## src/rtl/l1_tag_lookup_ctrl.sv

```systemverilog
`default_nettype none
// +----------------------------------------------------------------------------+
// | l1_tag_lookup_ctrl : 2-way L1 tag lookup / refill controller with LRU      |
// | Revision 1.0                                                               |
// +----------------------------------------------------------------------------+
module l1_tag_lookup_ctrl #(
  parameter int AWIDTH = 3,
  parameter int TWIDTH = 15,
  parameter int OWIDTH = 4,
  parameter int CWIDTH = 16
) (
  input  logic                             clock,
  input  logic                             reset_n,
  input  logic                             req_valid,
  output logic                             req_ready,
  input  logic [TWIDTH+AWIDTH+OWIDTH-1:0]  req_addr,
  output logic                             resp_valid,
  input  logic                             resp_ready,
  output logic                             resp_hit,
  output logic                             resp_way,
  output logic                             refill_valid,
  output logic [TWIDTH+AWIDTH+OWIDTH-1:0]  refill_addr,
  input  logic                             refill_ack,
  output logic [AWIDTH-1:0]                tag_addr,
  output logic [TWIDTH:0]                  tag_din,
  output logic                             tag_we0,
  output logic                             tag_we1,
  input  logic [TWIDTH:0]                  tag_dout0,
  input  logic [TWIDTH:0]                  tag_dout1,
  output logic [CWIDTH-1:0]                hit_count,
  output logic [CWIDTH-1:0]                miss_count
);

  localparam int SETS    = 1 << AWIDTH;
  localparam int RAWIDTH = TWIDTH + AWIDTH + OWIDTH;

  typedef enum logic [2:0] {
    S_IDLE    = 3'd0,
    S_LOOKUP  = 3'd1,
    S_COMPARE = 3'd2,
    S_REFILL  = 3'd3,
    S_FILL    = 3'd4,
    S_RESP    = 3'd5
  } state_e;

  state_e              state_q, state_d;
  logic [TWIDTH-1:0]   tag_q, tag_d;
  logic [AWIDTH-1:0]   idx_q, idx_d;
  logic                victim_q, victim_d;
  logic                resp_hit_q, resp_hit_d;
  logic                resp_way_q, resp_way_d;
  logic [SETS-1:0]     lru_q, lru_d;
  logic [CWIDTH-1:0]   hit_count_q, hit_count_d;
  logic [CWIDTH-1:0]   miss_count_q, miss_count_d;

  logic w_hit0, w_hit1;
  logic w_unused_offset;

  assign w_hit0 = tag_dout0[TWIDTH] && (tag_dout0[TWIDTH-1:0] == tag_q);
  assign w_hit1 = tag_dout1[TWIDTH] && (tag_dout1[TWIDTH-1:0] == tag_q);
  assign w_unused_offset = ^req_addr[OWIDTH-1:0];

  always_comb begin
    state_d      = state_q;
    tag_d        = tag_q;
    idx_d        = idx_q;
    victim_d     = victim_q;
    resp_hit_d   = resp_hit_q;
    resp_way_d   = resp_way_q;
    lru_d        = lru_q;
    hit_count_d  = hit_count_q;
    miss_count_d = miss_count_q;
    case (state_q)
      S_IDLE: begin
        if (req_valid) begin
          tag_d   = req_addr[RAWIDTH-1 -: TWIDTH];
          idx_d   = req_addr[OWIDTH +: AWIDTH];
          state_d = S_LOOKUP;
        end
      end
      S_LOOKUP: state_d = S_COMPARE;
      S_COMPARE: begin
        if (w_hit0 || w_hit1) begin
          // Way 0 takes priority when both ways match.
          resp_hit_d   = 1'b1;
          resp_way_d   = ~w_hit0;
          lru_d[idx_q] = w_hit0;
          if (hit_count_q != {CWIDTH{1'b1}})
            hit_count_d = hit_count_q + CWIDTH'(1);
          state_d = S_RESP;
        end else begin
          if (!tag_dout0[TWIDTH])      victim_d = 1'b0;
          else if (!tag_dout1[TWIDTH]) victim_d = 1'b1;
          else                         victim_d = lru_q[idx_q];
          if (miss_count_q != {CWIDTH{1'b1}})
            miss_count_d = miss_count_q + CWIDTH'(1);
          state_d = S_REFILL;
        end
      end
      S_REFILL: begin
        if (refill_ack) state_d = S_FILL;
      end
      S_FILL: begin
        lru_d[idx_q] = ~victim_q;
        resp_hit_d   = 1'b0;
        resp_way_d   = victim_q;
        state_d      = S_RESP;
      end
      S_RESP: begin
        if (resp_ready) state_d = S_IDLE;
      end
      default: state_d = S_IDLE;
    endcase
  end

  always_ff @(posedge clock or negedge reset_n) begin
    if (!reset_n) begin
      state_q      <= S_IDLE;
      tag_q        <= '0;
      idx_q        <= '0;
      victim_q     <= 1'b0;
      resp_hit_q   <= 1'b0;
      resp_way_q   <= 1'b0;
      lru_q        <= '0;
      hit_count_q  <= '0;
      miss_count_q <= '0;
    end else begin
      state_q      <= state_d;
      tag_q        <= tag_d;
      idx_q        <= idx_d;
      victim_q     <= victim_d;
      resp_hit_q   <= resp_hit_d;
      resp_way_q   <= resp_way_d;
      lru_q        <= lru_d;
      hit_count_q  <= hit_count_d;
      miss_count_q <= miss_count_d;
    end
  end

  // All strobes decode the registered state only, so they cannot glitch.
  assign req_ready    = (state_q == S_IDLE);
  assign resp_valid   = (state_q == S_RESP);
  assign resp_hit     = resp_hit_q;
  assign resp_way     = resp_way_q;
  assign refill_valid = (state_q == S_REFILL);
  assign refill_addr  = (state_q == S_REFILL) ? {tag_q, idx_q, {OWIDTH{1'b0}}} : '0;
  assign tag_addr     = idx_q;
  assign tag_din      = (state_q == S_FILL) ? {1'b1, tag_q} : '0;
  assign tag_we0      = (state_q == S_FILL) && !victim_q;
  assign tag_we1      = (state_q == S_FILL) &&  victim_q;
  assign hit_count    = hit_count_q;
  assign miss_count   = miss_count_q;

endmodule
`default_nettype wire
```

## config.mk

```make
export PLATFORM = sky130hd
export DESIGN_NAME = l1_tag_lookup_ctrl
export DESIGN_NICKNAME = d
export VERILOG_FILES = /design/src/rtl/l1_tag_lookup_ctrl.sv
export SDC_FILE = /design/constraint.sdc
export NUM_CORES = 1
export LEC_CHECK = 0
export CAP_MARGIN = 20
export CORE_ASPECT_RATIO = 0.8
export CORE_MARGIN = 8
export CORE_UTILIZATION = 40
export CTS_CLUSTER_SIZE = 24
export DETAILED_ROUTE_END_ITERATION = 16
export PLACE_DENSITY_LB_ADDON = 0.05
export SLEW_MARGIN = 20
export SYNTH_ARGS = -nofsm -noshare
export SYNTH_HDL_FRONTEND = slang
export SYNTH_SLANG_ARGS = --single-unit
export TNS_END_PERCENT = 20
```

## constraint.sdc

```tcl
create_clock -name clock -period 4.2 [get_ports clock]
set_input_delay 0.63 -clock clock [delete_from_list [all_inputs] [get_ports clock]]
set_output_delay 0.63 -clock clock [all_outputs]
set_load 0.1 [all_outputs]
```

Yosys cells after proc, flatten, opt, wreduce, memory -nomap -nowiden
Cells that the tools add are included.
- input bits: 59
- bits in writable memories: 0
- latch bits: 0
- register bits: 64
- bits in read-only memories: 0
- memories: 0
- reductions and logical operators: 15
- equal/unequal tests: 13
- $mul: 0
- multiplexer cells: 21
- bitwise operators: 3
- divide/modulo/power cells: 0
- shift operators: 0
- add/subtract/negate cells: 2
- $lt $le $gt $ge: 2
- operator list (kind ; number):
    $add A16 B1 Y16 const B ; 2
    $ne A16 B16 Y1 const B ; 2
    $eq A15 B15 Y1 ; 2
    $mux W22 ; 1
    $pmux W3 S6 ; 1
    $bwmux W8 ; 2
    $mux W16 ; 1
    $pmux W8 S2 ; 1
    $mux W3 ; 4
    $reduce_and A3 Y1 ; 3
    $mux W8 ; 1
    $eq A3 B2 Y1 const B ; 2
    $eq A3 B3 Y1 const B ; 2
    $mux W1 ; 6
    $reduce_and A2 Y1 ; 3
    $logic_and A1 B1 Y1 ; 5
    $lt A3 B4 Y1 const B ; 1
    $ne A2 B1 Y1 const B ; 2
    $ne A2 B2 Y1 const B ; 2
    $pmux W1 S2 ; 2
    $bmux W1 S3 ; 1
    $demux W1 S3 ; 1
    $eq A3 B1 Y1 const B ; 1
    $ge A3 B1 Y1 const B ; 1
    other kinds (5) ; 7

Longest topological paths before layout
- depth after elaboration: 7
- gate-level depth with buffers: 8
- gate-level depth less buffers: 7

Worst setup path before layout
No wires, ideal clock.
- path kind: register -> output
- start: reg state_q[1]
- end: out tag_din[11]
- stages on the path, launching flop included: 8
- data required time: 3570 ps
- arrival: 3240 ps
- slack: 330 ps
- cells stage by stage: dfrtp_1 > buf_2 > or3_1 > clkbuf_1 > clkbuf_1 > inv_1 > clkbuf_1 > and2_1
- cells in the longest elaborated chain, start to end: 2
- RTL lines (item ; line ; source):
    start: declaration ; 46 ; state_e state_q, state_d;
    start signal: assignment ; 128 ; state_q <= state_d;
    $eq A3 B3 Y1 ; 148 ; assign tag_din = (state_q == S_FILL) ? {1'b1, tag_q} : '0;
    $mux W16 ; 148 ;
    end: declaration ; 25 ; output logic [TWIDTH:0] tag_din,
No other way between the ends.

Worst setup path in the final report
- start: reg state_q[0]
- end: out refill_valid
- cells in the longest elaborated chain, start to end: 1
- RTL lines (item ; line ; source):
    $eq A3 B2 Y1 ; 145 ; assign refill_valid = (state_q == S_REFILL);
    end: declaration ; 21 ; output logic refill_valid,
No other way between the ends.

==> impl_metrics.csv <==
group,metric,value,unit
synthesis,synth_edf_count,0,
global_route,grt_pass1_wl,16.1,mm
worst_setup_path,cp_cell_sequence,"and3_1 > buf_4 > clkdlybuf4s50_1",
worst_setup_path,startpoint_type,"flip-flop",
route,num_vias,3050,
synthesis,ys_seq_elements,64,
power,peakVddDrop,0.000433,V
clock_network,ctsResizeCount,0,
sta,finalSetupViolCount,0,
synthesis,netlist-cell-type-count,45,
clock_network,cts_tree,"yes",
worst_setup_path,critical_path.slowest_cell,"clkdlybuf4s50_1",
synthesis,synth-async-reset-ratio,1.00,
floorplanning,coreArea,9000,um^2
synthesis,synth_most_common_cell,"dfrtp_1",
hold_path,worstHoldPathType,"input port to asynchronous set/reset pin",
sta,final-hold-violation-count,0,
floorplanning,ios,139,
worst_setup_path,r2r_start,"tag_q[11]",
clock_network,clk_pin_slew,0.05,ns
sta,slew-limit-headroom,0.341,
sta,slew_viol_final,0,
sta,layout_worst_path_cycle_share,0.737,
route,avgRoutedWirePerCell,16.8,um
worst_setup_path,criticalPathCategory,"flip-flop to primary output",
route,dr.pass1.iters,4,
place,dp_hpwl,7.84,mm
global_route,grt-ovfl-total,0,
synthesis,synth_top_cell_by_area,"dfrtp_1",
synthesis,syn_avg_cell_area,10.5,um^2
worst_setup_path,arrival,2.47,ns
synthesis,ys_seq_area_frac,0.436,
finish,n_antenna_cell,0,
global_route,antenna_found_initial,0,
sta,finalClockSkew,0.00482,ns
finish,multi_input_area,1960,um^2
floorplanning,die_x,123,um
worst_setup_path,crit_buf_inv,2,
route,ant_nets,0,
power,powerDensity,717,nW/um^2
global_route,grt_pass1_vias,2983,
clock_network,clk_latency,0.32,ns
sta,max_slew.worst_pin.slew,0.986,ns
route,drc,0,
sta,setup-tns-final,0,ns
sta,rsz0062_at_grt,"false",
place,place_congestion,0.774,
run_status,status,"completed",
route,via_per_inst,5.09,
synthesis,synth_area_leaders,"dfrtp_1 44%, xnor2_1 11%, mux2_2 8.3%",
power,power_leakage,2.26,nW
global_route,grt_max_degree,39,
worst_setup_path,reg2reg_slack,1.60,ns
synthesis,synth_flop_cell,"dfrtp_1",
worst_setup_path,end_kind,"primary output",
clock_network,cts_root_buf,"clkbuf_16",
synthesis,synthTopCellsByCount,"64 x dfrtp_1, 45 x xnor2_1, 33 x and2_1",
synthesis,synth_top_area_share,0.436,
power,p_total,3.77,mW
route,wl,10.1,mm
worst_setup_path,worstPathRequired,3.57,ns
clock_network,cts_made_buffers,9,
clock_network,clock_path_buffers,2,
place,place_ws,1.01,ns
sta,setup_ws,1.10,ns
clock_network,ctsHoldBuffers,0,
clock_network,post_cts_buffers,0,
finish,drive_gt1_frac,0.202,
worst_setup_path,rr_worst_depth,6,
finish,post-route-util,0.585,
floorplanning,die-area,12500,um^2
worst_setup_path,critPathMaxFanout,19,
place,port_buffers,130,
floorplanning,start_util,0.408,
global_route,grt_usage,0.164,
worst_setup_path,critical_path.top_delay_family,"buffers and inverters",
finish,final-seq-area,1600,um^2
floorplanning,fp.dieH,102,um
synthesis,synth_area,3670,um^2
route,drtIter0Drc,171,
finish,fin_nets,540,
sta,timing.fmax,323,MHz
clock_network,numClockSinks,64,
worst_setup_path,reg2reg_to,"lru_q[1]",
synthesis,syn-instance-count,349,
synthesis,yosysWarnings,0,
finish,fill_cells,827,
sta,hold_ws,0.418,ns
finish,area_growth,43.2,%
floorplanning,rows,31,
sta,fin_crit,3.10,ns
worst_setup_path,critPathMaxStageDelay,1.17,ns
run,maxCapViolCount,0,
clock_network,cts_htree_levels,3,
[layer usage]
| layer | up-vias | track usage | wire (um) |
|---|---|---|---|
| met5 | - | 0 | 0 |
| met4 | 0 | 0.0369 | 99 |
| met3 | 6 | 0.0496 | 583 |
| met2 | 66 | 0.275 | 5080 |
| met1 | 1500 | 0.204 | 4330 |
| li1 | 1478 | - | - |
[placed cells by master, fill, tap and decap left out, types with 6 or more instances in the layout]
cell type,instances
inv_1,7
nand2_1,24
o21ai_0,6
clkbuf_16,9
mux2_2,27
and2_1,33
and3_1,7
a21oi_1,6
clkdlybuf4s50_1,93
nand4_1,14
xnor2_1,45
dfrtp_1,64
xor2_1,12
nor2_1,12
nor3_1,7
buf_4,41
nand3_1,18
[how the worst max path moves through the flow]
stage,slack [ns],start,to,cells past startpoint
after floorplan,0.33,state_q[1],tag_din[11],7
after global placement,1.02,tag_dout0[11],lru_q[0],7
after detailed placement,1.01,tag_dout0[11],lru_q[1],7
after CTS,1.10,state_q[0],refill_valid,3
after global routing,0.97,state_q[0],tag_din[10],4
final,1.10,state_q[0],refill_valid,3
[layout make-up]
type                            count  share of cell area
Timing Repair Buffer              135               0.236
Clock inverter                      6              0.0114
Inverter                            7             0.00499
Sequential cell                    64               0.304
Tap cell                          115              0.0273
Multi-Input combinational cell    262               0.372
Clock buffer                       10              0.0435
[stage by stage]
step / cells / instance area [um^2]
final: 599 / 5260
after global routing: 599 / 5260
after CTS: 599 / 5260
after detailed placement: 583 / 4970
after global placement: 583 / 4970
after floorplan: 352 / 3690
[sequential cells by signal, summed over array words and instances (netlist names)]
register and flops:
resp_hit 1, miss_count 16, tag_addr 3, hit_count 16
state_q 3, victim_q 1, tag_q 15, lru_q 8
resp_way 1
[cell families (layout without fill, tap and decap cells)]
family | after synthesis | count (layout) | synth area share
xor+xnor | 57 | 57 | 0.136
other cells | 1 | 4 | 0.00102
mux | 30 | 30 | 0.0909
fa+ha+maj | 2 | 2 | 0.00681
simple gates | 139 | 139 | 0.228
flops | 64 | 64 | 0.436
buf+inv | 26 | 158 | 0.0364
compound gates | 30 | 30 | 0.0647
[report_power, final]
part	switching, mW	internal, mW
logic	1.44	0.591
registers	0.257	0.771
clock network	0.261	0.456
[worst reg2reg max path, cell delays in order (launching register included)]
cell,delay (ns)
dfrtp_1,0.45
xnor2_1,0.29
nand4_1,0.20
nor4_4,0.38
o21ai_2,0.24
a2111oi_0,0.54
mux2_2,0.39
(Power assumes the default switching activity.)
==> patch 1, RTL diff (config.mk and constraints unchanged) <==
Set the parameter `OWIDTH` to 6 (it was 4).
--- a/src/rtl/l1_tag_lookup_ctrl.sv
+++ b/src/rtl/l1_tag_lookup_ctrl.sv
@@ -8,3 +8,3 @@
   parameter int TWIDTH = 15,
-  parameter int OWIDTH = 4,
+  parameter int OWIDTH = 6,
   parameter int CWIDTH = 16
Ports: changed (resized refill_addr and req_addr); port bits go from 139 to 143. The function was not compared with the original's and may differ.
==> patch 1 against the original RTL <==
First-iteration DRC count shrank 20%; sequential cell count is the same; clock skew grew 0.00062 ns; worst setup slack lost 0.0069 ns; synthesized cell count grew 0.57%; wire length shrank 0.52%; combinational power is essentially flat; total power shrank 0.29%; final area is essentially flat; synthesized area grew 0.41%; critical path depth is the same; die area grew 0.35%; critical path type unchanged; critical endpoint unchanged; largest power group unchanged.
==> patch 1: results (changes against the original RTL) <==
Run status = completed
Reg2reg path depth = 6 (unchanged)
DR WL/cell = 16.75 microns (-0.52%)
Synth Area in Compound Gates = 6.443% (-0.026 points)
HP Class = in -> async
Reg clk slew, reported paths = 0.05 ns (about the same)
Initial antenna violation count = 0 (unchanged)
Initial DRC Count = 136 (-20%)
Worst hold slack = 0.4010 ns (-0.01730 ns)
Count leader, synth = dfrtp_1
Worst Skew = 0.005433 ns (+0.0006176 ns)
First-pass GRT wire length = 16250 microns (+1.1%)
Clk_lat worst skew = 0.33 ns
# diodes = 0 (unchanged)
Relative slew slack = 34.20% (+0.12 points)
Via count of the first global-routing pass = 3051 (+2.3%)
Reg2Reg Setup Slack = 1.72 ns (+0.12 ns)
Largest net degree at the start of global routing = 38 (-2.6%)
Inserted Clock Buffers = 9 (unchanged)
Port bufs = 130 (unchanged)
CP max-delay cell = clkdlybuf4s50_1
Postcts setup bufs = 0 (unchanged)
Critical path data arrival time = 2.47 ns (about the same)
Yosys cell types = 45 (unchanged)
Htree depth = 3 (unchanged)
Final Net Count = 544 (+0.74%)
Critical path's top delay family = buffers and inverters
Yosys warns = 0 (unchanged)
Worst-path fanout max = 19 (unchanged)
Share of flip-flops with an asynchronous set or reset = 100.0% (unchanged)
DR pass1 iterations = 4 (unchanged)
Most instantiated cells after synthesis = dfrtp_1, xnor2_1, and2_1
Post-Synth Adder-Cell Area = 0.6782% (-0.0028 points)
Synth top area cells = dfrtp_1, xnor2_1, mux2_2
Cell count after synthesis = 351 (+0.57%)
Dpl cells = 585 (+0.34%)
Share of cells above drive strength 1 = 19.83% (-0.41 points)
Multiplexer share of the synthesized area = 9.054% (-0.037 points)
GRT Util Overall = 16.77% (+0.33 points)
Max IR drop VDD = 0.5642 mV (+30%)
DP HPWL = 7799 microns (-0.46%)
Clock Tree Root = clkbuf_16
XOR/XNOR Fraction of Synth Area = 13.53% (-0.055 points)
Post-CTS Resized = 0 (unchanged)
Leakage = 0.002264 uW (+0.11%)
Reg-to-Reg Start = tag_q[11]
Delay of the slowest critical-path stage = 1.16 ns
Placer's final routability congestion estimate = 0.7702 (-0.54%)
Seq/Total Area, Yosys = 43.40% (-0.18 points)
Reg2reg end = lru_q[0]
Vias per inst = 5.040 (-1.0%)
Routed WL = 10040 microns (-0.52%)
Cts hold-fix bufs = 0 (unchanged)
CTS Buffer Depth = 2 (unchanged)
patch 1: cell families after synthesis:
| group | count (synthesis) |
|---|---|
| muxes | 30 |
| xor gates and xnor gates | 57 |
| AOI/OAI and AO/OA | 30 |
| other | 1 |
| buffers and inverters | 28 |
| and+or+nand+nor | 139 |
| adders and majority gates | 2 |
| DFF | 64 |
patch 1: area by class of cell:
class | count | area (sq um)
repair buffers | 135 | 1244
multi-input cells | 264 | 1964
clock buffers | 10 | 229.0
flip-flops and latches | 64 | 1602
clock inverters | 4 | 47.55
fillers | 813 | 3742
well taps | 115 | 143.9
inverters | 7 | 26.28
patch 1: worst max path at each step:
stage / from / end / slack (ns) / cells after the start
after floorplan: state_q[1] / tag_din[11] / 0.33 / 7
after global placement: tag_dout0[11] / lru_q[0] / 1.06 / 7
after detailed placement: tag_dout0[11] / lru_q[7] / 1.04 / 8
after CTS: state_q[0] / refill_valid / 1.08 / 3
after global routing: state_q[0] / tag_din[10] / 0.96 / 4
final: state_q[0] / refill_valid / 1.10 / 3
patch 1: layer usage:
layer | track usage (%) | up-vias | share of wire, %
li1 | - | 1486 | -
met4 | 5.171 | 0 | 1.2
met3 | 5.246 | 10 | 6.0
met5 | 0 | - | 0
met2 | 28.22 | 58 | 50
met1 | 20.09 | 1465 | 43
patch 1: per-stage QoR:
step	setup slack [ns]	util [%]	total power (uW)	instance area, sq um
floorplan	0.3301	-	2598	3709
global placement	1.059	55.34	3062	4980
detailed placement	1.040	55.34	3089	4980
CTS	1.083	58.41	3805	5256
global route	0.9636	58.41	3950	5256
finish	1.097	58.41	3760	5256
patch 1: report_power, final:
group          switching (uW)  internal, uW  total [uW]
clock network             251           450         700
registers                 255           772        1030
logic                    1440           592        2030
total                    1950          1810        3760
==> patch 2, RTL diff (config.mk and constraints unchanged) <==
Made on the original files. Re-encode `state_e` (6 states) as one-hot, 6 bits wide.
--- a/src/rtl/l1_tag_lookup_ctrl.sv
+++ b/src/rtl/l1_tag_lookup_ctrl.sv
@@ -36,9 +36,9 @@
 
-  typedef enum logic [2:0] {
-    S_IDLE    = 3'd0,
-    S_LOOKUP  = 3'd1,
-    S_COMPARE = 3'd2,
-    S_REFILL  = 3'd3,
-    S_FILL    = 3'd4,
-    S_RESP    = 3'd5
+  typedef enum logic [5:0] {
+    S_IDLE    = 6'b000001,
+    S_LOOKUP  = 6'b000010,
+    S_COMPARE = 6'b000100,
+    S_REFILL  = 6'b001000,
+    S_FILL    = 6'b010000,
+    S_RESP    = 6'b100000
   } state_e;
Behaviour: same outputs for any inputs over 10 cycles, from zero or initial values and one cycle with reset_n low; not proved beyond that.
==> patch 2 against the original RTL <==
Sequential cell count rose by 3; utilization about the same; total power down 21%; final area is 1.4% higher; synthesized cell count up 15%; non-clock buffer count fell by 3; synthesized area is 2.4% higher; worst setup slack got worse by 0.092 ns; wire length rose by 8.7%; critical path depth up 2.
==> patch 2: results (changes against the original RTL) <==
GRT Util Overall = 17.79% (+1.4 points)
Share of cells above drive strength 1 = 12.34% (-7.9 points)
Clk sinks = 67 (+4.7%)
Grt met1 use = 21.30% (+0.92 points)
Non-clock buffer share = 22.85% (-0.79 points)
Inverter count = 9 (+2)
Max IR drop VDD = 0.4225 mV (-2.4%)
Routed met3 length = 910 microns (+56%)
Count of non-CTS buffers in the layout = 132 (-2.2%)
Register area = 1678 sq um (+4.8%)
Run status = completed
Metal-1 WL = 4866 microns (+12%)
Via count = 3356 (+10%)
CP max-delay cell = inv_1
Final instance area = 5334 sq um (+1.4%)
Synth Area in Compound Gates = 6.915% (+0.45 points)
Delay of the slowest critical-path stage = 0.60 ns (-0.57 ns)
Final Net Count = 592 (+9.6%)
Initial DRC Count = 338 (+98%)
Placer's final routability congestion estimate = 0.8089 (+4.5%)
Multiplexer share of the synthesized area = 1.430% (-7.7 points)
Post-Synth Adder-Cell Area = 0.6649% (-0.016 points)
CLK BUF = 14 (+4)
Comb_multi_in = 312 (+19%)
First-pass GRT wire length = 18200 microns (+13%)
Dpl cells = 635 (+8.9%)
Yosys cell types = 46 (+2.2%)
GR Layer Usage met3 = 7.605% (+2.6 points)
Area after DPL = 5050 sq um (+1.6%)
Largest net degree at the start of global routing = 46 (+18%)
Syn_area_per_cell = 9.339 sq um (-11%)
Grt met2 use = 28.86% (+1.3 points)
Critical path data arrival time = 2.56 ns (+0.09 ns)
==> patch 2: cell count changes after synthesis, moves of 4 or more <==
cell,delta
nand4_1,+9
a31oi_1,-4
and3_1,+8
nor2b_1,+7
nand2_1,+45
mux2_2,-24
and2_1,+4
xor2_1,-6
xnor2_1,+8
==> patch 2: path summary, 6_finish.rpt <==
path,end,slack (ns),cells past startpoint
setup / recovery,tag_we1,1.01,5
hold reg to reg,resp_hit,0.49,1
setup reg to reg,lru_q[2],1.53,7
hold / removal,lru_q[1],0.29,1
max in group asynchronous,tag_q[5],3.14,2
min in group clock,resp_hit,0.49,1
==> patch 2: stage by stage <==
step | utilization [%] | worst slack [ns]
floorplan | - | 0.6117
global placement | 55.40 | 1.003
detailed placement | 55.40 | 0.9799
CTS | 58.49 | 1.028
global route | 58.52 | 0.8298
finish | 58.52 | 1.012
==> patch 2: power breakdown <==
group / internal [uW] / switching, uW / total, uW
registers: 802 / 240 / 1040
clock network: 445 / 258 / 703
logic: 421 / 828 / 1250
total: 1670 / 1330 / 2990
